==> src/rtl/rr_pkg.sv <==
// Shared definitions for the 4-way round-robin arbiter and its ingress request queue.
package rr_pkg;

    localparam int N_REQ = 4;
    localparam int SRC_W = 2;

    // Arbiter state encodings: idle, then "requester k granted last".
    localparam logic [2:0] si = 3'd0;
    localparam logic [2:0] s0 = 3'd1;
    localparam logic [2:0] s1 = 3'd2;
    localparam logic [2:0] s2 = 3'd3;
    localparam logic [2:0] s3 = 3'd4;

    typedef struct packed {
        logic             vld;
        logic [SRC_W-1:0] idx;
    } oh_t;

    // vld is set only for an exactly one-hot grant; idx is meaningful only then.
    function automatic oh_t onehot_idx(input logic [N_REQ-1:0] gnt);
        oh_t res;
        res.vld = $onehot(gnt);
        res.idx = '0;
        for (int k = 0; k < N_REQ; k++) begin
            if (gnt[k]) res.idx = SRC_W'(k);
        end
        return res;
    endfunction

endpackage

==> src/rtl/rr_fifo.sv <==
// Single-clock FIFO with combinational head and occupancy count; only control state is reset.
module rr_fifo #(
    parameter int DW    = 8,
    parameter int DEPTH = 4
) (
    input  logic                   c,
    input  logic                   r,
    input  logic                   push,
    input  logic [DW-1:0]          wdata,
    input  logic                   pop,
    output logic [DW-1:0]          rdata,
    output logic [$clog2(DEPTH):0] count
);

    localparam int              AW       = $clog2(DEPTH);
    localparam logic [AW:0]     CNT_FULL = (AW+1)'(DEPTH);
    localparam logic [AW:0]     CNT_ONE  = (AW+1)'(1);
    localparam logic [AW-1:0]   PTR_ONE  = AW'(1);

    logic [DW-1:0] r_mem [DEPTH];
    logic [AW-1:0] r_wptr;
    logic [AW-1:0] r_rptr;
    logic [AW:0]   r_count;
    logic          w_push;
    logic          w_pop;

    assign w_push = push && (r_count != CNT_FULL);
    assign w_pop  = pop && (r_count != '0);

    always_ff @(posedge c) begin
        if (w_push) r_mem[r_wptr] <= wdata;
    end

    // Pointers wrap naturally because DEPTH is a power of two.
    always_ff @(posedge c or negedge r) begin
        if (!r) begin
            r_wptr  <= '0;
            r_rptr  <= '0;
            r_count <= '0;
        end else begin
            if (w_push) r_wptr <= r_wptr + PTR_ONE;
            if (w_pop)  r_rptr <= r_rptr + PTR_ONE;
            case ({w_push, w_pop})
                2'b10:   r_count <= r_count + CNT_ONE;
                2'b01:   r_count <= r_count - CNT_ONE;
                default: r_count <= r_count;
            endcase
        end
    end

    assign rdata = r_mem[r_rptr];
    assign count = r_count;

endmodule

==> src/rtl/rr_req_queue.sv <==
// Per-requester ingress FIFOs feeding the round-robin arbiter: request masking,
// grant decode, popped-word output register and ignored-grant counter.
module rr_req_queue
    import rr_pkg::*;
#(
    parameter int DW    = 8,
    parameter int DEPTH = 4
) (
    input  logic                  c,
    input  logic                  r,
    input  logic [N_REQ-1:0]      in_valid,
    input  logic [N_REQ*DW-1:0]   in_data,
    output logic [N_REQ-1:0]      in_ready,
    output logic [N_REQ-1:0]      req,
    input  logic [N_REQ-1:0]      gnt,
    output logic                  out_valid,
    output logic [DW-1:0]         out_data,
    output logic [SRC_W-1:0]      out_src,
    output logic [7:0]            gnt_miss
);

    localparam int           CW       = $clog2(DEPTH) + 1;
    localparam logic [CW-1:0] CNT_FULL = CW'(DEPTH);
    localparam logic [CW-1:0] CNT_ONE  = CW'(1);

    logic [CW-1:0]    w_count [N_REQ];
    logic [DW-1:0]    w_head  [N_REQ];
    logic [N_REQ-1:0] w_push;
    logic [N_REQ-1:0] w_pop;
    oh_t              w_oh;
    logic             w_take;
    logic             w_miss;

    logic             r_out_valid;
    logic [DW-1:0]    r_out_data;
    logic [SRC_W-1:0] r_out_src;
    logic [7:0]       r_gnt_miss;

    assign w_oh   = onehot_idx(gnt);
    assign w_take = w_oh.vld && (w_count[w_oh.idx] != '0);
    assign w_miss = (gnt != '0) && !w_take;

    // A granted queue holding its last word drops its request so it is not re-granted empty.
    for (genvar gi = 0; gi < N_REQ; gi++) begin : g_fifo
        assign in_ready[gi] = (w_count[gi] != CNT_FULL);
        assign w_push[gi]   = in_valid[gi] && in_ready[gi];
        assign w_pop[gi]    = w_take && (w_oh.idx == SRC_W'(gi));
        assign req[gi]      = gnt[gi] ? (w_count[gi] > CNT_ONE) : (w_count[gi] != '0);

        rr_fifo #(
            .DW    (DW),
            .DEPTH (DEPTH)
        ) u_fifo (
            .c     (c),
            .r     (r),
            .push  (w_push[gi]),
            .wdata (in_data[gi*DW +: DW]),
            .pop   (w_pop[gi]),
            .rdata (w_head[gi]),
            .count (w_count[gi])
        );
    end

    always_ff @(posedge c or negedge r) begin
        if (!r) begin
            r_out_valid <= 1'b0;
            r_out_data  <= '0;
            r_out_src   <= '0;
            r_gnt_miss  <= '0;
        end else begin
            r_out_valid <= w_take;
            if (w_take) begin
                r_out_data <= w_head[w_oh.idx];
                r_out_src  <= w_oh.idx;
            end
            if (w_miss && (r_gnt_miss != 8'hFF)) r_gnt_miss <= r_gnt_miss + 8'd1;
        end
    end

    assign out_valid = r_out_valid;
    assign out_data  = r_out_data;
    assign out_src   = r_out_src;
    assign gnt_miss  = r_gnt_miss;

endmodule

==> config.mk <==
export PLATFORM = sky130hd
export DESIGN_NAME = rr_req_queue
export DESIGN_NICKNAME = d
export VERILOG_FILES = /design/src/rtl/rr_pkg.sv /design/src/rtl/rr_fifo.sv /design/src/rtl/rr_req_queue.sv
export SDC_FILE = /design/constraint.sdc
export NUM_CORES = 1
export LEC_CHECK = 0
export CORE_MARGIN = 2
export CORE_UTILIZATION = 43
export CTS_BUF_LIST = sky130_fd_sc_hd__clkbuf_4
export CTS_CLUSTER_DIAMETER = 100
export DETAILED_ROUTE_END_ITERATION = 10
export PLACE_DENSITY = 0.66
export RECOVER_POWER = 50
export SETUP_SLACK_MARGIN = 0.05
export SYNTH_ARGS = -nofsm -noshare
export SYNTH_HDL_FRONTEND = slang
export SYNTH_SLANG_ARGS = --single-unit
==> constraint.sdc <==
create_clock -name c -period 6.22 [get_ports c]
set_clock_uncertainty 0.05 [all_clocks]
set_input_delay 1.866 -clock c [delete_from_list [all_inputs] [get_ports c]]
set_output_delay 1.866 -clock c [all_outputs]
set_load 0.01 [all_outputs]
## Yosys cells after proc, flatten, opt, wreduce, memory -nomap -nowiden

Memories as Yosys holds them, arrays and structs flattened.
Cells that the tools add are included.

| word-level totals | value |
|---|---|
| bits in registers | 47 |
| latch bits | 0 |
| bits in writable memories | 128 |
| ROM bits | 0 |
| word-level logic and storage cells | 119 |
| memories | 4 |

Memories:

| name | depth | width | read ports | clocked after Yosys merged registers in | wr ports | RTL line | text |
|---|---|---|---|---|---|---|---|
| g_fifo[0].u_fifo.r_mem | 4 | 8 | 1 | 0 | 1 | rr_fifo.sv:20 | `logic [DW-1:0] r_mem [DEPTH];` |
| g_fifo[1].u_fifo.r_mem | 4 | 8 | 1 | 0 | 1 | rr_fifo.sv:20 |  |
| g_fifo[2].u_fifo.r_mem | 4 | 8 | 1 | 0 | 1 | rr_fifo.sv:20 |  |
| g_fifo[3].u_fifo.r_mem | 4 | 8 | 1 | 0 | 1 | rr_fifo.sv:20 |  |

| cells by class | value |
|---|---|
| $add $sub $neg | 20 |
| multiply operators | 0 |
| div/mod/pow operators | 0 |
| order comparisons | 5 |
| eq/ne operators | 17 |
| shift-type cells | 0 |
| multiplexer cells | 25 |
| bitwise logic cells | 1 |
| reduce and logical (&&, ||, !) cells | 31 |

Operators by type and width:

| kind | count |
|---|---|
| case mux 3 bit (2 select lines) | 4 |
| logical AND 1 bit | 19 |
| adder 2 x 1 -> 2 bit, second input constant | 8 |
| binary-select mux 8 bit (select 2 bit) | 1 |
| 2-to-1 mux 8 bit | 2 |
| nonzero test 3 bit | 5 |
| 2-to-1 mux 1 bit | 13 |
| adder 3 x 1 -> 3 bit, second input constant | 4 |
| equality test 2 bit, second input constant | 6 |
| greater-than comparator 3 x 1 -> 1 bit, second input constant | 4 |
| inequality test 3 bit, second input constant | 4 |
| subtractor 3 x 1 -> 3 bit, second input constant | 4 |
| equality test 2 x 1 -> 1 bit, second input constant | 5 |
| adder 8 x 1 -> 8 bit, second input constant | 1 |
| inequality test 8 bit, second input constant | 1 |
| nonzero test 2 bit | 4 |
| binary-select mux 3 bit (select 2 bit) | 1 |
| 2-to-1 mux 3 bit | 2 |
| adder 1 x 1 -> 2 bit | 2 |
| 2-to-1 mux 2 bit | 2 |
| nonzero test 4 bit | 1 |
| adder 2 x 2 -> 3 bit | 1 |
| equality test 3 x 1 -> 1 bit, second input constant | 1 |
| >= comparator 3 bit, second input constant | 1 |
| 3 further kinds | 3 |

## Depth between registers and ports, before layout

Gate-level depths: netlist (run 1).

| logic depth | value |
|---|---|
| depth in word-level cells | 13 |
| gate-level depth with buffers | 14 |
| gate-level depth less buffers | 12 |

## Hierarchy

From an unflattened synthesis (run 1), not the netlist that was laid out.

| second synthesis, totals | value |
|---|---|
| cells, all modules | 456 |
| area total of the unflattened synthesis | 7624.8 um^2 |

Modules (own cells, without submodules):

| module | instances | cells an instance | area each (um^2) |
|---|---|---|---|
| rr_fifo at g_fifo[0].u_fifo ... | 2 | 79 | 1587.8 |
| rr_fifo at g_fifo[2].u_fifo ... | 2 | 79 | 1577.8 |
| rr_req_queue | 1 | 140 | 1293.7 |

## Worst setup path before layout (run 1)

OpenSTA, ideal clock, no wires.

| timing path | value |
|---|---|
| kind | input -> register |
| start | input gnt[1] |
| end | register g_fifo[0].u_fifo.r_count[2] |
| setup time | 0.122 ns |
| arrival time | 4.894 ns |
| data required time | 6.048 ns |
| setup slack | 1.153 ns |
| cell stages on the path | 14 |
| buffers on the path | 2 |
| path through | clkbuf_1 inv_1 fa_1 inv_1 ha_1 ha_1 nor3b_2 o2111ai_2 buf_4 a211oi_4 ha_1 mux2i_1 nor2_1 xnor2_1 |

| between the ends | value |
|---|---|
| cells in the longest elaborated chain, start to end | 13 |
| elaborated cells on any way between the ends | 19 |
| those cells by class | add/sub: 2; eq/ne: 3; mux: 7; bitwise: 1; reduce/logical: 6 |

Ends and longest elaborated chain:

| element | RTL line | text |
|---|---|---|
| from (decl) | rr_req_queue.sv:15 | `input logic [N_REQ-1:0] gnt,` |
| 2-to-1 mux 1 bit | rr_pkg.sv:25 | `if (gnt[k]) res.idx = SRC_W'(k);` |
| 2-to-1 mux 2 bit (2 in a row) | rr_pkg.sv:25 |  |
| NOT 2 -> 3 bit (implied by the code) | rr_req_queue.sv:40 | `assign w_take = w_oh.vld && (w_count[w_oh.idx] != '0);` |
| binary-select mux 3 bit (select 2 bit) | rr_req_queue.sv:40 |  |
| 2-to-1 mux 3 bit (implied by the code) (2 in a row) | rr_req_queue.sv:40 |  |
| nonzero test 3 bit | rr_req_queue.sv:40 |  |
| logical AND 1 bit | rr_req_queue.sv:40 |  |
| logical AND 1 bit * | rr_req_queue.sv:47 | `assign w_pop[gi] = w_take && (w_oh.idx == SRC_W'(gi));` |
| logical AND 1 bit * | rr_fifo.sv:28 | `assign w_pop = pop && (r_count != '0);` |
| named net g_fifo[0].u_fifo.w_pop | rr_fifo.sv:25 | `logic w_pop;` |
| equality test 2 x 1 -> 1 bit or equality test 2 bit (tied branches) | rr_fifo.sv:43 | `case ({w_push, w_pop})` |
| case mux 3 bit (2 select lines) or nonzero test 2 bit (tied branches) | -- |  |
| to (signal assigned) | rr_fifo.sv:44 | `2'b10: r_count <= r_count + CNT_ONE;` |
| to (signal assigned) | rr_fifo.sv:45 | `2'b01: r_count <= r_count - CNT_ONE;` |
| to (signal assigned) | rr_fifo.sv:46 | `default: r_count <= r_count;` |
| to (decl) | rr_fifo.sv:23 | `logic [AW:0] r_count;` |

The timed path passes the listed nets; every way through them passes the cells marked *. The select of a mux whose other input is x is not followed.
A chain may end at the register's enable or synchronous reset.

## Final worst setup path (run 1)

| timing path | value |
|---|---|
| start | input gnt[3] |
| end | output req[3] |

| between the ends | value |
|---|---|
| cells in the longest elaborated chain, start to end | 1 |

Ends and longest elaborated chain:

| element | RTL line | text |
|---|---|---|
| 2-to-1 mux 1 bit | rr_req_queue.sv:48 | `assign req[gi] = gnt[gi] ? (w_count[gi] > CNT_ONE) : (w_count[gi] != '0);` |
| to (decl) | rr_req_queue.sv:14 | `output logic [N_REQ-1:0] req,` |

Every way passes these cells.

==> results.md, run 1 <==
* Worst path bufs/invs at 3
* Power Internal at between 2 and 2.5 mW
* Hold_ws at 0.492 ns
* LEAKAGE at 3.29 nW
* Synthesized cell area at between 0.007 and 0.008 mm²
* Crit path top cell by count: clkdlybuf4s50_1
* Slew Limit Fails at 48
* NumNets Final at 645
* First-pass GRT wire length at around 25,000 µm
* CP max-delay cell: clkdlybuf4s50_1
* Asr flop ratio synth at a little over a quarter
* Startpoint types: input pin
* Longest Clk Path Bufs at 2
* Switching Power at 1.27 mW
* CP endpoint kind: output pin
* Post-synth top area share at 49.6%
* Clock latency on the worst-skew pair at 0.56 ns
* Vias in the first global route at 4,525
* Clock power frac at about 15%
* Core Box Area at 0.0178 mm²
* Crit-path cells: clkdlybuf4s50_1 > buf_4 > nor2_1 > a211o_1 > clkdlybuf4s50_1
* Comb power frac at 33.5%
* Post-synthesis register bit count at 175
* # setup viols final at 0
* Initial antenna violation count at 1
* Initial core utilization at 43.4%
* Fmax at about 190 MHz
* # DRC at 0
* Synth area leaders: edfxtp_1 (50%), dfrtp_1 (15%), mux4_2 (7.9%)
* Sequential standard cell area at 0.00502 mm²
* CTS tree: done
* Post-DRT Antenna Nets at 0
* Num Clock Sinks at 175
* Status: finished, violations left
* Synth warn at 0
* Via/cell ratio at 5.23
* Layout cell share with drive strength beyond 1 at 13.3%
* Fillers at 1,497
* Register area share after synthesis at 64.8%
* CTS buffer count at 17
* Library cells used by synthesis at 47
* Post-synth EDFFs at 128
* Layout area overhead at 14.8%
* Most frequent cells after synthesis: edfxtp_1 (128), dfrtp_1 (47), ha_1 (37), inv_1 (33), mux4_2 (27)
* Row cnt at 49
* RSZ-0062 raised after global routing: false
* Worst EP required at 4.30 ns
* # IOs at 69
* Main synth FF type: edfxtp_1
* Failing checks: capacitance limit, slew limit
* Setup_tns at 0 ns
* Post-synth net total at 569
* Fin crit share at 85.6%
* Root Buffer: clkbuf_4
* Final min period at 5.33 ns
* Cell family contributing the most delay on the critical path: buffers and inverters
* Total GRT Usage at 17.1%
* Worst path arrival time at 3.41 ns
* Maximum vdd drop at 0.179 mV
* Drt total wl at 15,300 µm
* Final Hold Viols at 0
* Min-Delay Path Class: reg2reg
* Slew at the pin with the worst max-slew slack at 2.70 ns
* Count leader, synth: edfxtp_1
* Setup bufs post-CTS at 0
* CP max stage delay at 0.49 ns
* Syn avg cell area at between 15 and 20 µm²
* Sequential power share at approximately half
* Placer Congestion at 0.743
* Die H at 138 µm
* 1st-iter DRT viols at 208
* Routed WL per cell at 18.9 µm
* H-tree level count at 4
* Crit path max fanout at 14
* Post-DP HPWL at 10,900 µm
* Synth area leader: edfxtp_1
* PD cells at between 400 and 500 mW/mm²
* Clock Pin Slew Worst Setup and Hold Paths at 0.14 ns
* Die area at 0.0191 mm²
* # hold bufs at CTS at 0
* Switching share of power at 34.8%
* Syn Inst Count at a little under 500
* Multi-input gate area at roughly 0.0025 mm²
* Max-slew headroom at -79.8%
* Number of port buffers at between 60 and 70
* Resize count post-CTS at 0
* DRT Pass-1 Iters at 4
* Die X at 138 µm
* Critical path class: in2out
* MaxCap Viol Count at 1
* Total grt overflow at 0
* Largest net degree at the start of global routing at 48
* Vias at around 4.2k
==> path summary, 6_finish.rpt <==
kind,from,to,slack [ns],cells past startpoint
min in group asynchronous,r,g_fifo[3].u_fifo.count[0],2.19,2
setup reg to reg,g_fifo[3].u_fifo.count[1],out_data[5],3.78,5
hold / removal,gnt_miss[3],gnt_miss[3],0.49,1
hold reg to reg,gnt_miss[3],gnt_miss[3],0.49,1
max in group asynchronous,r,g_fifo[1].u_fifo.r_wptr[1],2.41,2
setup / recovery,gnt[3],req[3],0.89,5
==> logic make-up after synthesis <==
family | Yosys count | synth area share [%]
AO/OA/AOI/OAI | 62 | 5.78
XOR/XNOR | 29 | 3.28
adder cells (fa/ha/maj) | 38 | 6.24
buffers and inverters | 52 | 2.89
flip-flops | 175 | 64.8
multiplexers | 54 | 11.5
AND/OR/NAND/NOR | 79 | 5.46
==> area by class of cell <==
class | instances | area share (%)
Sequential cell | 175 | 56.5
Tap cell | 229 | 3.22
Timing Repair Buffer | 74 | 8.06
Clock inverter | 13 | 0.999
Clock buffer | 19 | 1.60
Multi-Input combinational cell | 262 | 28.1
Antenna cell | 1 | 0.0281
Inverter | 35 | 1.48
==> power groups by stage <==
stage / logic (mW) / clock network (mW) / registers, mW
global route: 1.36 / 0.632 / 1.93
floorplan: 0.879 / 0 / 1.76
detailed placement: 1.24 / 0 / 1.91
finish: 1.22 / 0.560 / 1.87
global placement: 1.21 / 0 / 1.89
CTS: 1.25 / 0.576 / 1.89
==> layer usage <==
layer,part of all wire (%),routed length [µm],global-route usage [%]
met1,45,6850,23.4
met2,50,7600,27.6
met3,4.5,691,4.12
met4,0.76,116,5.32
met5,0,0,0
==> layout by cell type (no fill, tap or decap), types with 5 or more instances in the layout <==
cell type        Yosys  final
a21oi_1             10     10
and3_1              19     19
buf_4                2      5
clkbuf_4             0     19
clkdlybuf4s50_1      0     31
dfrtp_1             47     47
dlygate4sd3_1        0     36
edfxtp_1           128    128
ha_1                37     37
inv_1               33     33
mux2_1              12     12
mux2i_1             15     15
mux4_2              27     27
nand2_1             24     24
nor2_1              11     11
o21ai_0             26     26
o221ai_1             5      5
xnor2_1             25     25
==> registers in the layout, summed over array words and instances (netlist names) <==
name	count
g_fifo.u_fifo.count	12
g_fifo.u_fifo.r_mem	128
g_fifo.u_fifo.r_rptr	8
g_fifo.u_fifo.r_wptr	8
gnt_miss	8
out_data	8
out_src	2
out_valid	1
==> through the flow <==
step | area (µm²) | power (mW) | utilization, % | worst slack [ns] | std cells
6_report | 8890 | 3.66 | 49.8 | 0.893 | 808
3_3_place_gp | 8660 | 3.10 | 48.5 | 0.819 | 775
4_1_cts | 8890 | 3.71 | 49.8 | 0.877 | 807
3_5_place_dp | 8660 | 3.16 | 48.5 | 0.737 | 775
2_1_floorplan | 7740 | 2.64 | - | 1.15 | 489
5_1_grt | 8890 | 3.92 | 49.8 | 0.826 | 808
No activity file was read; power rests on OpenSTA's default activity.
==> run 2, diff against run 1 <==
CAP_MARGIN = 40   (was not set)
==> results of run 2 <==
Final layout, timing and power as in run 1 (identical DEF).
==> run 3, diff against run 2 <==
CELL_PAD_IN_SITES_DETAIL_PLACEMENT = 1   (was not set)
CELL_PAD_IN_SITES_GLOBAL_PLACEMENT = 2   (was not set)
PLACE_DENSITY = 0.85   (was 0.66)
==> results.md, run 3 (synthesis results as in run 1) <==
* Min-Delay Path Class: reg2reg
* Vias at 4,306
* CTS buffer count at 17
* CTS tree: done
* Switching Power at 1.30 mW
* RSZ-0062 raised after global routing: false
* # IOs at 69
* Clock Pin Slew Worst Setup and Hold Paths at 0.13 ns
* Setup bufs post-CTS at 0
* Drt total wl at 16,500 µm
* Clock power frac at a little under a fifth
* DRT Pass-1 Iters at 5
* Comb power frac at 32.3%
* Largest net degree at the start of global routing at 48
* Max-slew headroom at -82.4%
* Critical path class: in2out
* Most frequent cells in the layout: edfxtp_1 (128), dfrtp_1 (47), ha_1 (37)
* PD cells at 429 mW/mm²
* LEAKAGE at 3.34 nW
* Layout cell share with drive strength beyond 1 at 13.7%
* Vias in the first global route at 4,726
* Diodes inserted at 0
* # hold bufs at CTS at 0
* H-tree level count at 4
* CP endpoint kind: output pin
* Failing checks: capacitance limit, slew limit
* Layout area overhead at 16.1%
* Total GRT Usage at a little under a fifth
* Die area at 0.0191 mm²
* Die X at 138 µm
* Startpoint types: input pin
* Final min period at 5.36 ns
* Status: finished, violations left
* Fin crit share at a little under nine tenths
* Maximum vdd drop at between 0.15 and 0.2 mV
* Die H at 138 µm
* Hold_ws at 0.476 ns
* Core Box Area at 0.0178 mm²
* Resize count post-CTS at 0
* Fmax at 187 MHz
* Total grt overflow at 0
* # DRC at 0
* Num Clock Sinks at 175
* Initial antenna violation count at 0
* First-pass GRT wire length at 26,500 µm
* Dpl cells at 775
* Sequential power share at between 40% and 50%
* Via/cell ratio at 5.34
* MaxCap Viol Count at 1
* Post-DP HPWL at 12,000 µm
* Fillers at 1,721
* Root Buffer: clkbuf_4
* # setup viols final at 0
* Slew Limit Fails at 48
* NumNets Final at 645
* 1st-iter DRT viols at 242
* Most common cell after layout, fill and taps aside: edfxtp_1
* Slew at the pin with the worst max-slew slack at 2.74 ns
* Finished Layout Cells at 807
* Final Hold Viols at 0
* Worst EP required at about 4.3 ns
* Row cnt at 49
* Max FFs per register at 128
* Routed WL per cell at 20.5 µm
* Initial core utilization at 43.4%
* Clock latency on the worst-skew pair at 0.57 ns
* Switching share of power at 33.8%
* Placer Congestion at ~0.75
* Longest Clk Path Bufs at 2
* Post-DRT Antenna Nets at 0
* Most flop-heavy register: g_fifo.u_fifo.r_mem
* Crit path max fanout at 12
* Setup_tns at 0 ns
* Power Internal at 2.55 mW
* Worst path arrival time at approximately 3.4 ns
* Number of port buffers at 68
==> run 3: cell count changes in the layout (fill, tap and decap cells not counted) <==
cell        change
clkinv_1        -2
clkbuf_4        -1
bufinv_16       +4
diode_2         -1
clkinv_4        +1
clkinv_2        -2
clkinvlp_4      -2
inv_6           +2
==> run 3: path summary, 6_finish.rpt <==
path / depth (start not counted) / slack, ns / endpoint / from
hold / removal: 1 / 0.48 / gnt_miss[3] / gnt_miss[3]
setup / recovery: 4 / 0.86 / req[2] / gnt[2]
max in group asynchronous: 2 / 2.37 / g_fifo[2].u_fifo.r_wptr[1] / r
setup reg to reg: 5 / 3.62 / out_data[5] / g_fifo[3].u_fifo.count[2]
min in group asynchronous: 2 / 2.19 / g_fifo[3].u_fifo.r_wptr[0] / r
hold reg to reg: 1 / 0.48 / gnt_miss[3] / gnt_miss[3]
==> run 3: per-layer routing <==
layer,share of wire (%),GRT usage [%],vias to the layer above,routed length [µm]
met1,40,22.9,2227,6660
met2,55,32.6,88,9010
met4,0.63,4.89,0,104
li1,-,-,1980,-
met5,0,0,-,0
met3,4.4,3.84,11,727
==> run 3: area by class of cell <==
type                    count  area (µm²)  area share [%]
flip-flops and latches    175        5020            55.8
inverters                  35         131            1.46
multi-input cells         262        2500            27.8
clock buffers              18         135            1.50
clock inverters            14         203            2.25
well taps                 229         287            3.19
repair buffers             74         717            7.97
==> run 3: power groups by stage <==
stage	clock [mW]	sequential, mW	combinational, mW
after floorplan	0	1.76	0.879
after global placement	0	1.89	1.21
after detailed placement	0	1.91	1.27
after CTS	0.757	1.89	1.28
after global routing	0.800	1.93	1.38
final	0.734	1.88	1.24
==> run 3: stage by stage <==
| stage | utilization [%] | setup slack [ns] | area [µm²] | power [mW] |
|---|---|---|---|---|
| after floorplan | - | 1.15 | 7740 | 2.64 |
| after global placement | 48.5 | 0.792 | 8660 | 3.10 |
| after detailed placement | 48.5 | 0.757 | 8660 | 3.18 |
| after CTS | 50.4 | 0.855 | 9000 | 3.92 |
| after global routing | 50.4 | 0.793 | 8990 | 4.11 |
| final | 50.4 | 0.862 | 8990 | 3.85 |
==> run 3: worst max-delay path: stages <==
cell and delay [ns]:
clkdlybuf4s50_1 0.78, nand2_1 0.10, o211ai_1 0.12, clkdlybuf4s50_1 0.58
